**src/rtl/mem_access_stage.sv**
```systemverilog
// Memory-access pipeline stage: issues one load/store at a time to a handshaked
// data memory, stalls upstream while waiting, and registers writeback results.
module mem_access_stage (
    input  logic        clk,
    input  logic        reset,
    input  logic        valid,
    input  logic [31:0] aluIn,
    input  logic [31:0] storeData,
    input  logic [1:0]  memOp,
    input  logic [2:0]  funct3,
    input  logic        aluToRegIn,
    input  logic [4:0]  rdIn,
    output logic        memReq,
    output logic        memWe,
    output logic [31:0] memAddr,
    output logic [31:0] memWdata,
    output logic [3:0]  memBe,
    input  logic        memAck,
    input  logic [31:0] memRdata,
    output logic [31:0] aluOut,
    output logic [31:0] memOut,
    output logic        readValid,
    output logic        aluToReg,
    output logic [4:0]  rd,
    output logic        stall,
    output logic        misaligned
);

    typedef enum logic {IDLE, REQ} stateT;

    stateT       state;
    logic [31:0] addrReg;
    logic [31:0] wdataReg;
    logic [3:0]  beReg;
    logic        weReg;
    logic [2:0]  funct3Reg;
    logic [4:0]  rdReg;

    logic        isLoad;
    logic        isStore;
    logic        funct3Ok;
    logic        aligned;
    logic        legal;
    logic [3:0]  beNext;
    logic [31:0] wdataNext;
    logic [7:0]  laneByte;
    logic [15:0] laneHalf;
    logic [31:0] loadData;

    // Decode the incoming op; "legal" means a load/store that may be issued.
    always_comb begin
        isLoad   = (memOp == 2'b01);
        isStore  = (memOp == 2'b10);
        funct3Ok = 1'b0;
        if (isLoad) begin
            case (funct3)
                3'b000, 3'b001, 3'b010, 3'b100, 3'b101: funct3Ok = 1'b1;
                default:                                funct3Ok = 1'b0;
            endcase
        end else if (isStore) begin
            funct3Ok = (funct3 < 3'b011);
        end
        case (funct3[1:0])
            2'b00:   aligned = 1'b1;
            2'b01:   aligned = ~aluIn[0];
            2'b10:   aligned = (aluIn[1:0] == 2'b00);
            default: aligned = 1'b0;
        endcase
        legal = (isLoad | isStore) & funct3Ok & aligned;
    end

    always_comb begin
        beNext    = 4'b1111;
        wdataNext = storeData;
        if (isStore) begin
            case (funct3[1:0])
                2'b00: begin
                    beNext    = 4'b0001 << aluIn[1:0];
                    wdataNext = {4{storeData[7:0]}};
                end
                2'b01: begin
                    beNext    = aluIn[1] ? 4'b1100 : 4'b0011;
                    wdataNext = {2{storeData[15:0]}};
                end
                default: begin
                    beNext    = 4'b1111;
                    wdataNext = storeData;
                end
            endcase
        end
    end

    // Lane selection uses the captured address, since aluIn may have moved on.
    always_comb begin
        case (addrReg[1:0])
            2'b00:   laneByte = memRdata[7:0];
            2'b01:   laneByte = memRdata[15:8];
            2'b10:   laneByte = memRdata[23:16];
            default: laneByte = memRdata[31:24];
        endcase
        laneHalf = addrReg[1] ? memRdata[31:16] : memRdata[15:0];
        case (funct3Reg)
            3'b000:  loadData = {{24{laneByte[7]}}, laneByte};
            3'b001:  loadData = {{16{laneHalf[15]}}, laneHalf};
            3'b100:  loadData = {24'd0, laneByte};
            3'b101:  loadData = {16'd0, laneHalf};
            default: loadData = memRdata;
        endcase
    end

    assign memReq   = (state == REQ);
    assign memWe    = weReg;
    assign memAddr  = {addrReg[31:2], 2'b00};
    assign memWdata = wdataReg;
    assign memBe    = beReg;
    assign stall    = ~reset & (((state == IDLE) & valid & legal) | ((state == REQ) & ~memAck));

    always_ff @(posedge clk) begin
        if (reset) begin
            state      <= IDLE;
            readValid  <= 1'b0;
            aluToReg   <= 1'b0;
            misaligned <= 1'b0;
            rd         <= 5'd0;
            aluOut     <= 32'd0;
            memOut     <= 32'd0;
            addrReg    <= 32'd0;
            wdataReg   <= 32'd0;
            beReg      <= 4'd0;
            weReg      <= 1'b0;
            funct3Reg  <= 3'd0;
            rdReg      <= 5'd0;
        end else begin
            readValid  <= 1'b0;
            aluToReg   <= 1'b0;
            misaligned <= 1'b0;
            case (state)
                IDLE: begin
                    if (valid) begin
                        if (isLoad | isStore) begin
                            if (legal) begin
                                addrReg   <= aluIn;
                                wdataReg  <= wdataNext;
                                beReg     <= beNext;
                                weReg     <= isStore;
                                funct3Reg <= funct3;
                                rdReg     <= rdIn;
                                state     <= REQ;
                            end else begin
                                misaligned <= 1'b1;
                            end
                        end else begin
                            aluOut   <= aluIn;
                            aluToReg <= aluToRegIn;
                            rd       <= rdIn;
                        end
                    end
                end
                REQ: begin
                    if (memAck) begin
                        state <= IDLE;
                        if (!weReg) begin
                            memOut    <= loadData;
                            readValid <= 1'b1;
                            rd        <= rdReg;
                        end
                    end
                end
                default: state <= IDLE;
            endcase
        end
    end

endmodule
```
**config.mk**
```make
export PLATFORM = sky130hd
export DESIGN_NAME = mem_access_stage
export DESIGN_NICKNAME = d
export VERILOG_FILES = /design/src/rtl/mem_access_stage.sv
export SDC_FILE = /design/constraint.sdc
export NUM_CORES = 1
export LEC_CHECK = 0
export BUFFER_PORTS_ARGS = -buffer_cell sky130_fd_sc_hd__buf_2
export CAP_MARGIN = 20
export CELL_PAD_IN_SITES_DETAIL_PLACEMENT = 2
export CELL_PAD_IN_SITES_GLOBAL_PLACEMENT = 2
export CORE_ASPECT_RATIO = 1.4
export CORE_UTILIZATION = 27
export DETAILED_ROUTE_END_ITERATION = 12
export PLACE_DENSITY = 0.79
export SLEW_MARGIN = 0
export SYNTH_ARGS = -nofsm -noshare
export SYNTH_HDL_FRONTEND = slang
export SYNTH_SLANG_ARGS = --single-unit
```
**constraint.sdc**
```tcl
create_clock -name clk -period 2.7 [get_ports clk]
set_clock_uncertainty 0.1 [all_clocks]
set_input_delay 0.135 -clock clk [delete_from_list [all_inputs] [get_ports clk]]
set_output_delay 0.135 -clock clk [all_outputs]
set_load 0.05 [all_outputs]
```
==> results.toml, run 1 <==
[run_status]
status = "finished with violations"
violations = "hold timing"

[placement]
dp.final_hpwl_mm = 18.3
port_buffers = 251
globalplace.congestion = 0.797
placed_cell_area_um2 = 7940

[floorplan]
core_area_um2 = 23900
dieArea_um2 = 25000
fp.dieH_um = 187
initial_utilization_pct = 27.5
fp.dieW_um = 134
io_pins = 254
rows = 67

[worst_setup_path]
critPathKind = "input port to primary output"
r2r_slack_ps = 470
crit_required_ps = 2470
crit_fanout = 7
start_kind = "input port"
end_kind = "primary output"
r2r-end = "memWdata[20]"
arrival_ps = 2280
r2r_cells = 5
r2r-start = "memReq"

[detailed_routing]
viasPerCell = 5.17
ant_nets = 0
vias = 7263
wl_met3_mm = 1.48
post_drt_wl_per_cell_um = 21.2
top_layer_used = "met4"
drt_iter0_markers = 259
dr_wl_met2_mm = 15.6
drc = 0
first_pass_iters = 4
wl_mm = 29.8
met1_length_mm = 11.4

[final_layout]
areaGrowthSynthToFinish_pct = 43.3
nNetsFinal = 1191
design_area_um2 = 9420
drive_above_1_share_pct = 30.3

[sta]
timing.hold.ws_ps = -4.75
min_period_ps = 2510
worst_pin_slew_ps = 776
fin_tns_setup_ps = 0
grt_setup_unrepaired = "false"
max_freq_mhz = 398
hold_violations = 1
slew_headroom_pct = 48.2
slew_violations = 0
finalSetupViolCount = 0
period_share_pct = 93.0

[synthesis]
synth_edf_count = 0
yosysMostFrequentCell = "dfxtp_1"
yosysUniqueCellTypes = 38
syn-cell-area_um2 = 6580
ys_ff_latch = 150
syn_inst = 798
synthTopCellsByCount = "150 x dfxtp_1, 122 x a21oi_1, 101 x nand2_1"
post-synth-top-area-cell = "dfxtp_1"
avgSynthCellArea_um2 = 8.24
synth.area.top_cells = "dfxtp_1 46%, a21oi_1 9.3%, o21ai_0 6.9%"
yosysWarnings = 0
synth_flop_cell = "dfxtp_1"
synth_top_area_share_pct = 45.7
seq_area_frac_synth_pct = 45.7
async_flop_share_pct = 0

[power_and_ir_drop]
p_leak_uw = 0.00394
powerDensity_nw_per_um2 = 592
ir_drop_v = 0.000394

[clock_network]
clock_latency_ps = 430
clockBufferDepth = 2
cts_max_level = 4
cts_tree = "yes"
clkSlewWorstSetupHoldPaths_ps = 60
numCtsBuffers = 17
clock_sink_count = 150
cts-root-buf = "clkbuf_16"
hold_buffers = 90
post-cts-setup-buffer-count = 0
cts_resized = 0

[global_routing]
globalRouteTotalUtil_pct = 23.9
grt_pass1_vias = 8029
grt_pass1_wl_mm = 46.0
overflow = 0
grt_max_degree = 136
antenna_found_initial = 4

[min_path]
min_to = "memWdata[26]"
hp-class = "input port to register"
min_from = "storeData[26]"
hold-path-cell-count = 3

[flow_run]
maxCapViolations = 0
layer usage:
metal,up-vias,global-route usage [%]
met5,-,0
met4,0,13.0
met3,70,5.41
met2,244,43.4
met1,3579,25.0
li1,3370,-
critical path: stages:
cell	delay, ps
dlygate4sd3_1	550
buf_2	180
or3_4	430
a221oi_4	340
nand2_1	130
a21oi_2	210
buf_2	310
logic make-up (layout without fill, tap and decap cells):
| group | count (synthesis) | count (layout) | synth area share [%] |
|---|---|---|---|
| multiplexers | 29 | 29 | 4.55 |
| AO/OA/AOI/OAI | 303 | 303 | 27.5 |
| other | 1 | 6 | 0.0570 |
| adder cells (fa/ha/maj) | 2 | 2 | 0.380 |
| buffers and inverters | 111 | 403 | 8.41 |
| flip-flops | 150 | 150 | 45.7 |
| AND/OR/NAND/NOR | 202 | 202 | 13.4 |
through the flow:
stage	utilization (%)	power (uW)	setup WS, ps	cells
floorplan	-	2840	247	799
CTS	39.4	5630	220	1401
global route	39.4	5800	133	1405
finish	39.4	5580	189	1405
detailed placement	33.2	3130	274	1279
global placement	33.2	3120	375	1279
flip-flops by register name, indices dropped and copies added, names as in the netlist:
name	flops
addrReg	32
readValid	1
funct3Reg	3
memReq	1
memWdata	32
aluToReg	1
rd	5
memBe	4
aluOut	32
memWe	1
rdReg	5
memOut	32
misaligned	1
report_power, final:
group	leakage, uW	internal, uW	switching (uW)	total, uW
clock	0.000275	1380	994	2370
sequential	0.00121	2270	35.2	2310
combinational	0.00245	294	600	894
worst max path at each step:
| stage | start | end | slack (ps) | depth (start not counted) |
|---|---|---|---|---|
| final | aluIn[0] | stall | 190 | 7 |
| after global routing | aluIn[0] | stall | 130 | 7 |
| after CTS | aluIn[0] | stall | 220 | 7 |
| after detailed placement | memOp[0] | memWdata[26] | 270 | 8 |
| after floorplan | memReq | stall | 250 | 5 |
| after global placement | memOp[0] | addrReg[1] | 370 | 8 |
final cells by class:
class	instances	area, um^2
fill	2705	14500
tap	310	388
multi-input combinational	538	3040
timing repair buffer	366	2380
antenna	4	10.0
clock buffer	19	443
clock inverter	13	133
inverter	5	18.8
sequential	150	3000
placed cells by master, fill, tap and decap left out, types with 3 or more instances in the layout:
cell and n:
buf_2 250, dfxtp_1 150, a21oi_1 121, nand2_1 101, o21ai_0 91, dlygate4sd3_1 90, nand3_1 48, a211oi_1 34
nor2_1 26, buf_4 23, mux2i_1 22, o211ai_1 17, clkbuf_16 17, nor3_1 9, a221oi_1 8, mux2_2 7
a31oi_1 7, o21a_1 7, o221a_2 7, inv_1 5, nand2b_1 5, clkinv_2 5, diode_2 4, clkinvlp_4 4
nor2b_1 3, a311oi_1 3, buf_12 3
No activity file was read; power rests on OpenSTA's default activity.
==> run 2, diff against run 1 <==
Settings changed: CORE_UTILIZATION 27 to 24, PLACE_DENSITY 0.79 to 0.74.
Clock period 2.7 ns to 2.3 ns, I/O delays scaled along.
==> results.toml, run 2 (synthesized netlist as in run 1, its figures left out) <==
[detailed_routing]
wl_mm = 30.0
viasPerCell = 4.93
drt_iter0_markers = 176
drc = 0
vias = 7279
post_drt_wl_per_cell_um = 20.3
ant_nets = 0
first_pass_iters = 6

[min_path]
hold-path-cell-count = 3
min_from = "memRdata[31]"
min_to = "memOut[31]"
hp-class = "input port to register"

[final_layout]
design_area_um2 = 9790
fill_cells = 3037
final_common_cell = "buf_2"
nNetsFinal = 1209
drive_above_1_share_pct = 30.9
final_cell_mix = "249 x buf_2, 150 x dfxtp_1, 121 x a21oi_1, 100 x nand2_1, 99 x dlygate4sd3_1"
areaGrowthSynthToFinish_pct = 48.9

[sta]
slew_headroom_pct = 46.0
max_freq_mhz = 450
timing.hold.ws_ps = 7.64
hold_violations = 0
min_period_ps = 2220
period_share_pct = 96.6
slew_violations = 0
worst_pin_slew_ps = 809
grt_setup_unrepaired = "false"
finalSetupViolCount = 0

[clock_network]
cts_max_level = 4
clockBufferDepth = 2
clock_latency_ps = 430
numCtsBuffers = 17
cts-root-buf = "clkbuf_16"
clkSlewWorstSetupHoldPaths_ps = 60
cts_tree = "yes"
clock_sink_count = 150

[floorplan]
fp.dieW_um = 142
rows = 71
io_pins = 254
dieArea_um2 = 28100
core_area_um2 = 26900
fp.dieH_um = 198
initial_utilization_pct = 24.4

[global_routing]
grt_pass1_vias = 7979
antenna_found_initial = 3
globalRouteTotalUtil_pct = 21.4
grt_max_degree = 70
overflow = 0
grt_pass1_wl_mm = 45.8

[power_and_ir_drop]
powerDensity_nw_per_um2 = 705
ir_drop_v = 0.000526
switchingPower_uw = 1910
p_seq_share_pct = 39.2
p_int_uw = 4990
power_frac_comb_pct = 15.7
p_leak_uw = 0.00407
switching_share_pct = 27.7
p_clk_share_pct = 45.1

[worst_setup_path]
r2r_slack_ps = 200
r2r-end = "memWdata[19]"
critPathMaxStageDelay_ps = 530
crit_required_ps = 2090
crit_fanout = 7
crit_chain = "dlygate4sd3_1 -> buf_2 -> or3_4 -> a221oi_4 -> nand2_2 -> a21oi_4 -> buf_8"
r2r_cells = 6
end_kind = "primary output"
r2r-start = "memReq"
slowest_stage = "dlygate4sd3_1"
critPathKind = "input port to primary output"
start_kind = "input port"
arrival_ps = 2010

[run_status]
status = "completed"

[placement]
dp.final_hpwl_mm = 19.3
placed_cell_area_um2 = 8120
globalplace.congestion = 0.786
port_buffers = 251

[flow_run]
maxCapViolations = 0
## run 2: per-stage QoR
step	setup WS [ps]	instances	utilization (%)	setup TNS, ps	power (uW)
2_1_floorplan	13.7	799	-	0	3330
3_3_place_gp	33.2	1342	30.2	0	3690
3_5_place_dp	-12.9	1342	30.2	-12.9	3700
4_1_cts	10.4	1474	36.3	0	6970
5_1_grt	14.0	1477	36.4	0	7150
6_report	78.1	1477	36.4	0	6900
## run 2: worst max-delay path by stage
stage | cells past startpoint | slack [ps] | endpoint | start
finish | 7 | 80 | stall | aluIn[0]
global route | 7 | 10 | stall | aluIn[0]
CTS | 7 | 10 | stall | aluIn[0]
detailed placement | 8 | -10 | memWdata[19] | memOp[0]
global placement | 8 | 30 | memWdata[21] | memOp[0]
floorplan | 5 | 10 | stall | memReq
## run 2: power by group through the flow
stage                     logic, uW  clock network [uW]  registers, uW
after floorplan                 363                   0           2970
after global placement          925                   0           2760
after detailed placement        937                   0           2760
after CTS                      1080                3190           2710
after global routing           1150                3280           2710
final                          1080                3110           2710
## run 2: per-layer routing
| layer | GRT usage (%) | vias up | share of wire (%) |
|---|---|---|---|
| li1 | - | 3421 | - |
| met1 | 22.6 | 3608 | 39 |
| met2 | 40.3 | 198 | 53 |
| met3 | 4.43 | 52 | 3.8 |
| met4 | 9.36 | 0 | 3.4 |
| met5 | 0 | - | 0 |
## run 2: layout make-up
cell class              instances  area (um^2)  share of cell area [%]
diodes                          3         7.51                  0.0767
well taps                     365          457                    4.66
repair buffers                384         2600                    26.6
clock buffers                  19          443                    4.52
flip-flops and latches        150         3000                    30.7
multi-input cells             538         3060                    31.2
inverters                       5         18.8                   0.192
clock inverters                13          204                    2.08
## run 2: worst max-delay path: cells and delay by family
family	cells	cell delay (ps)
AOI/OAI and AO/OA	2	460
buffers and inverters	3	870
and+or+nand+nor	2	550
## run 2: timing repair
action                     4_1_cts  5_1_grt
pin swaps                        0        1
setup endpoints to repair        1        1
hold endpoints to repair       137        0
resized for setup                1        4
hold buffers                    99        0
setup buffers                    1        0
